--- config.mk ---
export PLATFORM = sky130hd
export DESIGN_NAME = bcd_stopwatch
export DESIGN_NICKNAME = d
export VERILOG_FILES = /design/src/rtl/bcd_stopwatch.sv
export SDC_FILE = /design/constraint.sdc
export NUM_CORES = 1
export LEC_CHECK = 0
export ABC_AREA = 1
export CORE_ASPECT_RATIO = 0.6
export CORE_UTILIZATION = 54
export CTS_BUF_LIST = sky130_fd_sc_hd__clkbuf_16
export DETAILED_ROUTE_END_ITERATION = 8
export GPL_ROUTABILITY_DRIVEN = 0
export PLACE_DENSITY_LB_ADDON = 0.2
export SLEW_MARGIN = 5
export SYNTH_ARGS = -nofsm -noshare
export SYNTH_HDL_FRONTEND = slang
export SYNTH_SLANG_ARGS = --single-unit
--- constraint.sdc ---
create_clock -name clk -period 1.55 [get_ports clk]
set_input_delay 0.31 -clock clk [delete_from_list [all_inputs] [get_ports clk]]
set_output_delay 0.31 -clock clk [all_outputs]
set_load 0.005 [all_outputs]
--- src/rtl/bcd_stopwatch.sv ---
// Four-digit BCD stopwatch (00.00 .. 59.99) with debounced start/stop and
// clear buttons. Its s3..s0 digit outputs feed a multiplexed seven-segment
// driver. Every output comes straight from a flop.
module bcd_stopwatch #(
   parameter int TICK_DIV = 100000,
   parameter int DEB_LEN  = 20000
) (
   input  logic       clk,
   input  logic       clrn,
   input  logic       btn_ss,
   input  logic       btn_clr,
   output logic [3:0] s3,
   output logic [3:0] s2,
   output logic [3:0] s1,
   output logic [3:0] s0,
   output logic       running,
   output logic       ovf
);

   localparam int PW = (TICK_DIV > 2) ? $clog2(TICK_DIV) : 1;
   localparam int DW = (DEB_LEN > 2) ? $clog2(DEB_LEN) : 1;
   localparam logic [PW-1:0] PRESC_MAX = PW'(TICK_DIV - 1);
   localparam logic [DW-1:0] DEB_MAX   = DW'(DEB_LEN - 1);

   typedef enum logic [1:0] {
      ST_IDLE  = 2'd0,
      ST_RUN   = 2'd1,
      ST_PAUSE = 2'd2
   } state_t;

   // BCD ripple increment. Bit 16 flags the 59.99 -> 00.00 wrap.
   // Out-of-range digits are folded to 0 so a corrupted digit self-heals.
   function automatic logic [16:0] bcd_inc(input logic [15:0] d);
      logic [15:0] n;
      logic        w;
      n = d;
      w = 1'b0;
      if (d[3:0] < 4'd9) begin
         n[3:0] = d[3:0] + 4'd1;
      end else begin
         n[3:0] = 4'd0;
         if (d[7:4] < 4'd9) begin
            n[7:4] = d[7:4] + 4'd1;
         end else begin
            n[7:4] = 4'd0;
            if (d[11:8] < 4'd9) begin
               n[11:8] = d[11:8] + 4'd1;
            end else begin
               n[11:8] = 4'd0;
               if (d[15:12] < 4'd5) begin
                  n[15:12] = d[15:12] + 4'd1;
               end else begin
                  n[15:12] = 4'd0;
                  w        = 1'b1;
               end
            end
         end
      end
      return {w, n};
   endfunction

   // Index 0 is start/stop, index 1 is clear.
   logic [1:0]    raw_s;
   logic [1:0]    sync1_r;
   logic [1:0]    sync2_r;
   logic [1:0]    stable_r;
   logic [1:0]    press_r;
   logic [DW-1:0] deb_cnt_r [2];

   state_t        state_r;
   state_t        state_nxt_s;
   logic [PW-1:0] presc_r;
   logic [15:0]   digits_r;
   logic [16:0]   inc_s;
   logic          running_r;
   logic          ovf_r;
   logic          ss_ev_s;
   logic          clr_ev_s;
   logic          tick_s;
   logic          start_s;
   logic          clear_s;

   assign raw_s    = {btn_clr, btn_ss};
   assign ss_ev_s  = press_r[0];
   assign clr_ev_s = press_r[1];
   assign tick_s   = (state_r == ST_RUN) && (presc_r == PRESC_MAX);
   assign start_s  = (state_r == ST_IDLE) && ss_ev_s;
   assign clear_s  = (state_r == ST_PAUSE) && clr_ev_s;
   assign inc_s    = bcd_inc(digits_r);

   // Two-flop synchronizers for both raw buttons.
   always_ff @(posedge clk or negedge clrn) begin
      if (!clrn) begin
         sync1_r <= 2'b00;
         sync2_r <= 2'b00;
      end else begin
         sync1_r <= raw_s;
         sync2_r <= sync1_r;
      end
   end

   // Debounce: flip the stable level after DEB_LEN consecutive differing
   // synced samples; a 0->1 flip yields a one-cycle press pulse.
   always_ff @(posedge clk or negedge clrn) begin
      if (!clrn) begin
         stable_r <= 2'b00;
         press_r  <= 2'b00;
         for (int i = 0; i < 2; i++) begin
            deb_cnt_r[i] <= '0;
         end
      end else begin
         for (int i = 0; i < 2; i++) begin
            if (sync2_r[i] == stable_r[i]) begin
               deb_cnt_r[i] <= '0;
               press_r[i]   <= 1'b0;
            end else if (deb_cnt_r[i] == DEB_MAX) begin
               deb_cnt_r[i] <= '0;
               stable_r[i]  <= ~stable_r[i];
               press_r[i]   <= ~stable_r[i];
            end else begin
               deb_cnt_r[i] <= deb_cnt_r[i] + DW'(1);
               press_r[i]   <= 1'b0;
            end
         end
      end
   end

   // Next-state logic; ss beats clr except in PAUSE, where clr wins.
   always_comb begin
      state_nxt_s = state_r;
      case (state_r)
         ST_IDLE: begin
            if (ss_ev_s) state_nxt_s = ST_RUN;
            else         state_nxt_s = ST_IDLE;
         end
         ST_RUN: begin
            if (ss_ev_s) state_nxt_s = ST_PAUSE;
            else         state_nxt_s = ST_RUN;
         end
         ST_PAUSE: begin
            if (clr_ev_s)     state_nxt_s = ST_IDLE;
            else if (ss_ev_s) state_nxt_s = ST_RUN;
            else              state_nxt_s = ST_PAUSE;
         end
         default: state_nxt_s = ST_IDLE;
      endcase
   end

   // State register plus the registered running flag that tracks it.
   always_ff @(posedge clk or negedge clrn) begin
      if (!clrn) begin
         state_r   <= ST_IDLE;
         running_r <= 1'b0;
      end else begin
         state_r   <= state_nxt_s;
         running_r <= (state_nxt_s == ST_RUN);
      end
   end

   // Prescaler: advances only in RUN, holds in PAUSE, zeroed on start/clear.
   always_ff @(posedge clk or negedge clrn) begin
      if (!clrn) begin
         presc_r <= '0;
      end else if (start_s || clear_s || tick_s) begin
         presc_r <= '0;
      end else if (state_r == ST_RUN) begin
         presc_r <= presc_r + PW'(1);
      end else begin
         presc_r <= presc_r;
      end
   end

   // Digit counter and the one-cycle wrap pulse.
   always_ff @(posedge clk or negedge clrn) begin
      if (!clrn) begin
         digits_r <= 16'h0000;
         ovf_r    <= 1'b0;
      end else if (clear_s) begin
         digits_r <= 16'h0000;
         ovf_r    <= 1'b0;
      end else if (tick_s) begin
         digits_r <= inc_s[15:0];
         ovf_r    <= inc_s[16];
      end else begin
         digits_r <= digits_r;
         ovf_r    <= 1'b0;
      end
   end

   assign s3      = digits_r[15:12];
   assign s2      = digits_r[11:8];
   assign s1      = digits_r[7:4];
   assign s0      = digits_r[3:0];
   assign running = running_r;
   assign ovf     = ovf_r;

endmodule

After elaboration in Yosys (flattened, before gate mapping)
Cells that the tools add are included.

operators by class
  add/subtract/negate cells = 7
  multiply operators = 0
  divide/modulo/power cells = 0
  magnitude comparators = 4
  eq/ne operators = 11
  shift operators = 0
  muxes and demuxes = 30
  bitwise logic cells = 4
  reduce and logical (&&, ||, !) cells = 13

operators by type and width
  operator                                                                      count
  15-bit two-way mux                                                            4
  17-bit two-way mux                                                            2
  16-bit two-way mux                                                            2
  15-bit by 1-bit adder with 15-bit output, second input constant               2
  15-bit equality test, second input constant                                   2
  4-bit two-way mux                                                             5
  17-bit by 1-bit adder with 17-bit output, second input constant               1
  17-bit equality test, second input constant                                   1
  4-bit by 1-bit adder with 4-bit output, second input constant                 4
  4-bit less-than comparator, second input constant                             3
  12-bit two-way mux                                                            1
  1-bit two-way mux                                                             11
  8-bit two-way mux                                                             1
  2-bit two-way mux                                                             3
  2-bit != test, second input constant                                          3
  2-bit one-hot mux with 3 select lines                                         1
  2-bit AND reduction                                                           3
  2-bit by 1-bit equality test with 1-bit output, second input constant         2
  4-bit by 3-bit less-than comparator with 1-bit output, second input constant  1
  1-bit NOT                                                                     4
  4-bit AND reduction                                                           1
  2-bit nonzero test                                                            2
  1-bit logical AND                                                             3
  3-bit AND reduction                                                           1
  other kinds (4)                                                               6

word-level totals
  flip-flop bits (word level) = 75
  bits in latches = 0
  memory bits (writable) = 0
  ROM bits = 0
  input port bits = 4
  output and inout port bits = 18
  memories = 0

Logic depth before layout (Yosys ltp)
Gate-level depths: netlist of the first run.

  word-level depth = 7
  depth in mapped cells = 10
  depth with buffers taken out = 10

Worst setup path after synthesis of the first run
OpenSTA, ideal clock, no wires.

  path kind = register to register
  start = reg digits_r[0]
  end = reg digits_r[11]
  setup time = 118 ps
  arrival time = 1428 ps
  data required time = 1432 ps
  setup slack = 4 ps
  stages on the path, launching flop included = 11
  path buffers = 0
  path through = dfrtp_1 -> inv_1 -> ha_1 -> nand2_1 -> nand2_1 -> nand2_4 -> inv_1 -> nor2_8 -> nand2_8 -> nand2_1 -> o21ai_2

between the ends
  longest elaborated chain between the ends = 3

RTL lines
  element                        line  text
  start: declaration             73    logic [15:0] digits_r;
  start signal: assignment       182   digits_r <= inc_s[15:0];
  start signal: assignment       185   digits_r <= digits_r;
  4-bit less-than comparator     38    if (d[3:0] < 4'd9) begin
  2-bit != test (no line)        --
  3-bit AND reduction (no line)  --

Every way passes these cells.
A chain may end at the register's enable or synchronous reset.

Worst setup path after layout of the first run
  start = reg presc_r[1]
  end = reg digits_r[13]

between the ends
  longest elaborated chain between the ends = 4

RTL lines
  element                        line  text
  start: declaration             72    logic [PW-1:0] presc_r;
  start signal: assignment       167   presc_r <= presc_r + PW'(1);
  start signal: assignment       169   presc_r <= presc_r;
  17-bit equality test           86    assign tick_s = (state_r == ST_RUN) && (presc_r == PRESC_MAX);
  1-bit logical AND              86
  2-bit nonzero test (no line)   --
  4-bit AND reduction (no line)  --

Every way passes these cells.

==> results.sh, run 1 <==
export IMPL_start_util=0.5655
export IMPL_post_route_period_util=0.9778
export IMPL_grt_overflow_total=0
export IMPL_finalHoldViolations=0
export IMPL_antennaDiodeCount=0
export IMPL_die_w_um=115.6
export IMPL_io_buffers=21
export IMPL_wl_per_cell_um=13.40
export IMPL_grt_pass1_vias=3369
export IMPL_timing_final_setup_violations=0
export IMPL_hp_class="register to register"
export IMPL_die_h_um=70.13
export IMPL_fin_area_um2=5334
export IMPL_cap_violations=0
export IMPL_die_area_um2=8104
export IMPL_critPathKind="register to register"
export IMPL_post_route_min_period_ps=1516
export IMPL_critPathCaptureType="register"
export IMPL_clk_transition_reported_paths_ps=60
export IMPL_required_ps=1780
export IMPL_numClockSinks=75
export IMPL_crit_fanout=5
export IMPL_coreArea_um2=7387
export IMPL_ir_drop_uv=507.3
export IMPL_cpMostUsedCell="nand2_1"
export IMPL_yosysWarnings=0
export IMPL_via_count=3612
export IMPL_start_kind="register"
export IMPL_synthCells=506
export IMPL_area_growth_syn_to_layout_pct=27.67
export IMPL_layout_commonest_cell="nor2_1"
export IMPL_synth_main_ff_cell="dfrtp_1"
export IMPL_synthArstFlopShare=1.000
export IMPL_grt_usage=0.2514
export IMPL_p_per_area_nw_per_um2=803.7
export IMPL_synth_edf_count=0
export IMPL_dr_first_iter_drc_count=231
export IMPL_p_leak_nw=2.553
export IMPL_max_freq_mhz=659.8
export IMPL_cts_root_buf="clkbuf_16"
export IMPL_fp_row_count=24
export IMPL_crit_buf_inv=1
export IMPL_worst_skew_pair_late_latency_ps=340
export IMPL_path_cells="ha_2 -> nand2_2 -> nor3_4 -> nand3_2 -> nand2_4 -> buf_12 -> nand3_4 -> nand2_1 -> nand2_1"
export IMPL_antenna_found_initial=0
export IMPL_ctsLongestPathBuffers=2
export IMPL_grt_pass1_wl_um=15560
export IMPL_syn_area_per_cell_um2=8.256
export IMPL_critPathTopFamily="simple AND/OR/NAND/NOR gates"
export IMPL_cts_tree="yes"
export IMPL_synth_area_um2=4178
export IMPL_outcome="finished, final reports clean"
export IMPL_nets=600
export IMPL_ys_seq_elements=75
export IMPL_ys_seq_area_frac=0.4492
export IMPL_syn_nets=521
export IMPL_critPathSlowestCell="dfrtp_1"
export IMPL_placed_area_um2=4722
export IMPL_maxSlewViolCount=0
export IMPL_hpwl_um=6244
export IMPL_layout_drive_gt1_share=0.2356
export IMPL_clock_skew_ps=6.099
export IMPL_max_stage_delay_ps=380
export IMPL_worstMarginPinSlew_ps=431.7
export IMPL_avgViaCountPerCell=5.205
export IMPL_synthDistinctLibCells=36
export IMPL_worstPathArrival_ps=1740
export IMPL_yosys_area_top_type="dfrtp_1"
export IMPL_slew_headroom=0.7112
export IMPL_yosys_top_cells_area="dfrtp_1 (45%), nor2_1 (7.5%), nand2_1 (7.4%)"
export IMPL_grt_max_degree=41
export IMPL_mostFrequentLayoutCells="nor2_1 (79), dfrtp_1 (73), nand2_1 (71), inv_1 (61), buf_4 (47)"
export IMPL_cts_max_level=3
export IMPL_synth_top_area_frac=0.4492
export IMPL_post_route_drc_count=0
export IMPL_routed_wl_um=9297
export IMPL_drt_first_pass_iters=5
export IMPL_rsz0062_at_grt="true"
export IMPL_cts_buffers_inserted=9
export IMPL_antenna_left=0
export IMPL_ios=22
export IMPL_hold_slack_ps=342.3
[metrics by stage]
stage	setup TNS (ps)	power (W)	util	setup slack [ps]	instances
global route	-143.5	0.004442	0.7221	-37.12	694
floorplan	0	0.002060	-	4.432	506
finish	0	0.004287	0.7221	34.41	694
global placement	0	0.002133	0.6392	14.85	657
detailed placement	-495.5	0.002135	0.6392	-53.34	657
CTS	0	0.004325	0.6924	1.425	684
[state kept, by name (all words and copies together) (netlist names)]
name	flops
digits_r	16
ovf	1
sync2_r	2
stable_r	2
running	1
deb_cnt_r	30
sync1_r	2
press_r	2
state_r	2
presc_r	17
[routing by layer]
layer  GRT usage  wire length (um)  up-vias
li1            -                 -     1785
met4     0.06494                75        0
met2      0.3746              4209      106
met5           0                 0        -
met1      0.3484              4519     1713
met3     0.08681               493        8
[final cells by class]
cell class | instances | area [um^2]
Multi-Input combinational cell | 358 | 2108
Fill cell | 556 | 2053
Tap cell | 104 | 130.1
Sequential cell | 75 | 1879
Timing Repair inverter | 1 | 6.256
Timing Repair Buffer | 71 | 633.1
Inverter | 69 | 267.8
Clock inverter | 7 | 83.83
Clock buffer | 9 | 225.2
[where the power goes]
part / internal, W / leakage, nW / total, W / switching (W)
sequential: 0.00198 / 1.03 / 0.00199 / 0.0000128
clock: 0.00139 / 0.152 / 0.00219 / 0.000798
combinational: 0.0000405 / 1.37 / 0.000112 / 0.0000712
total: 0.00341 / 2.55 / 0.00429 / 0.000882
[timing repair]
item                                    4_1_cts  5_1_grt
endpoints found under the hold margin        13        0
gates resized for setup                       9       42
pin swaps                                     0        8
hold buffers                                  1        0
endpoints found under the setup margin       44       45
buffers inserted                             10        8
cloned                                        0        2
[synth_stat cells, types with 4 or more instances]
cell	number
a21oi_1	8
dfrtp_1	75
ha_1	11
inv_1	64
inv_2	4
nand2_1	82
nand2_2	9
nand3_1	43
nand4_1	25
nor2_1	83
nor2_2	12
nor3_1	12
o21ai_0	11
o21ai_2	8
xnor2_1	7
xor2_1	26
[logic make-up after synthesis]
logic type | after synthesis | synth area share
buffers and inverters | 73 | 0.07308
DFF | 75 | 0.4492
adders and majority gates | 11 | 0.03294
AOI/OAI and AO/OA | 34 | 0.05151
xor gates and xnor gates | 33 | 0.06918
and+or+nand+nor | 280 | 0.3241
[path summary, 6_finish.rpt]
path | start | end | slack [ps] | cells past startpoint
setup / recovery | presc_r[1] | digits_r[13] | 30 | 9
hold / removal | sync1_r[1] | sync2_r[1] | 340 | 0
setup reg to reg | presc_r[1] | digits_r[13] | 30 | 9
hold reg to reg | sync1_r[1] | sync2_r[1] | 340 | 0
max in group asynchronous | clrn | presc_r[13] | 630 | 3
min in group asynchronous | clrn | presc_r[7] | 370 | 2
Power figures use the tool's default switching activity.
==> run 2: changes to the inputs <==
Settings changed: CAP_MARGIN set to 20.
==> results of run 2 <==
The final DEF is identical to that of run 1; final timing and power are the same.
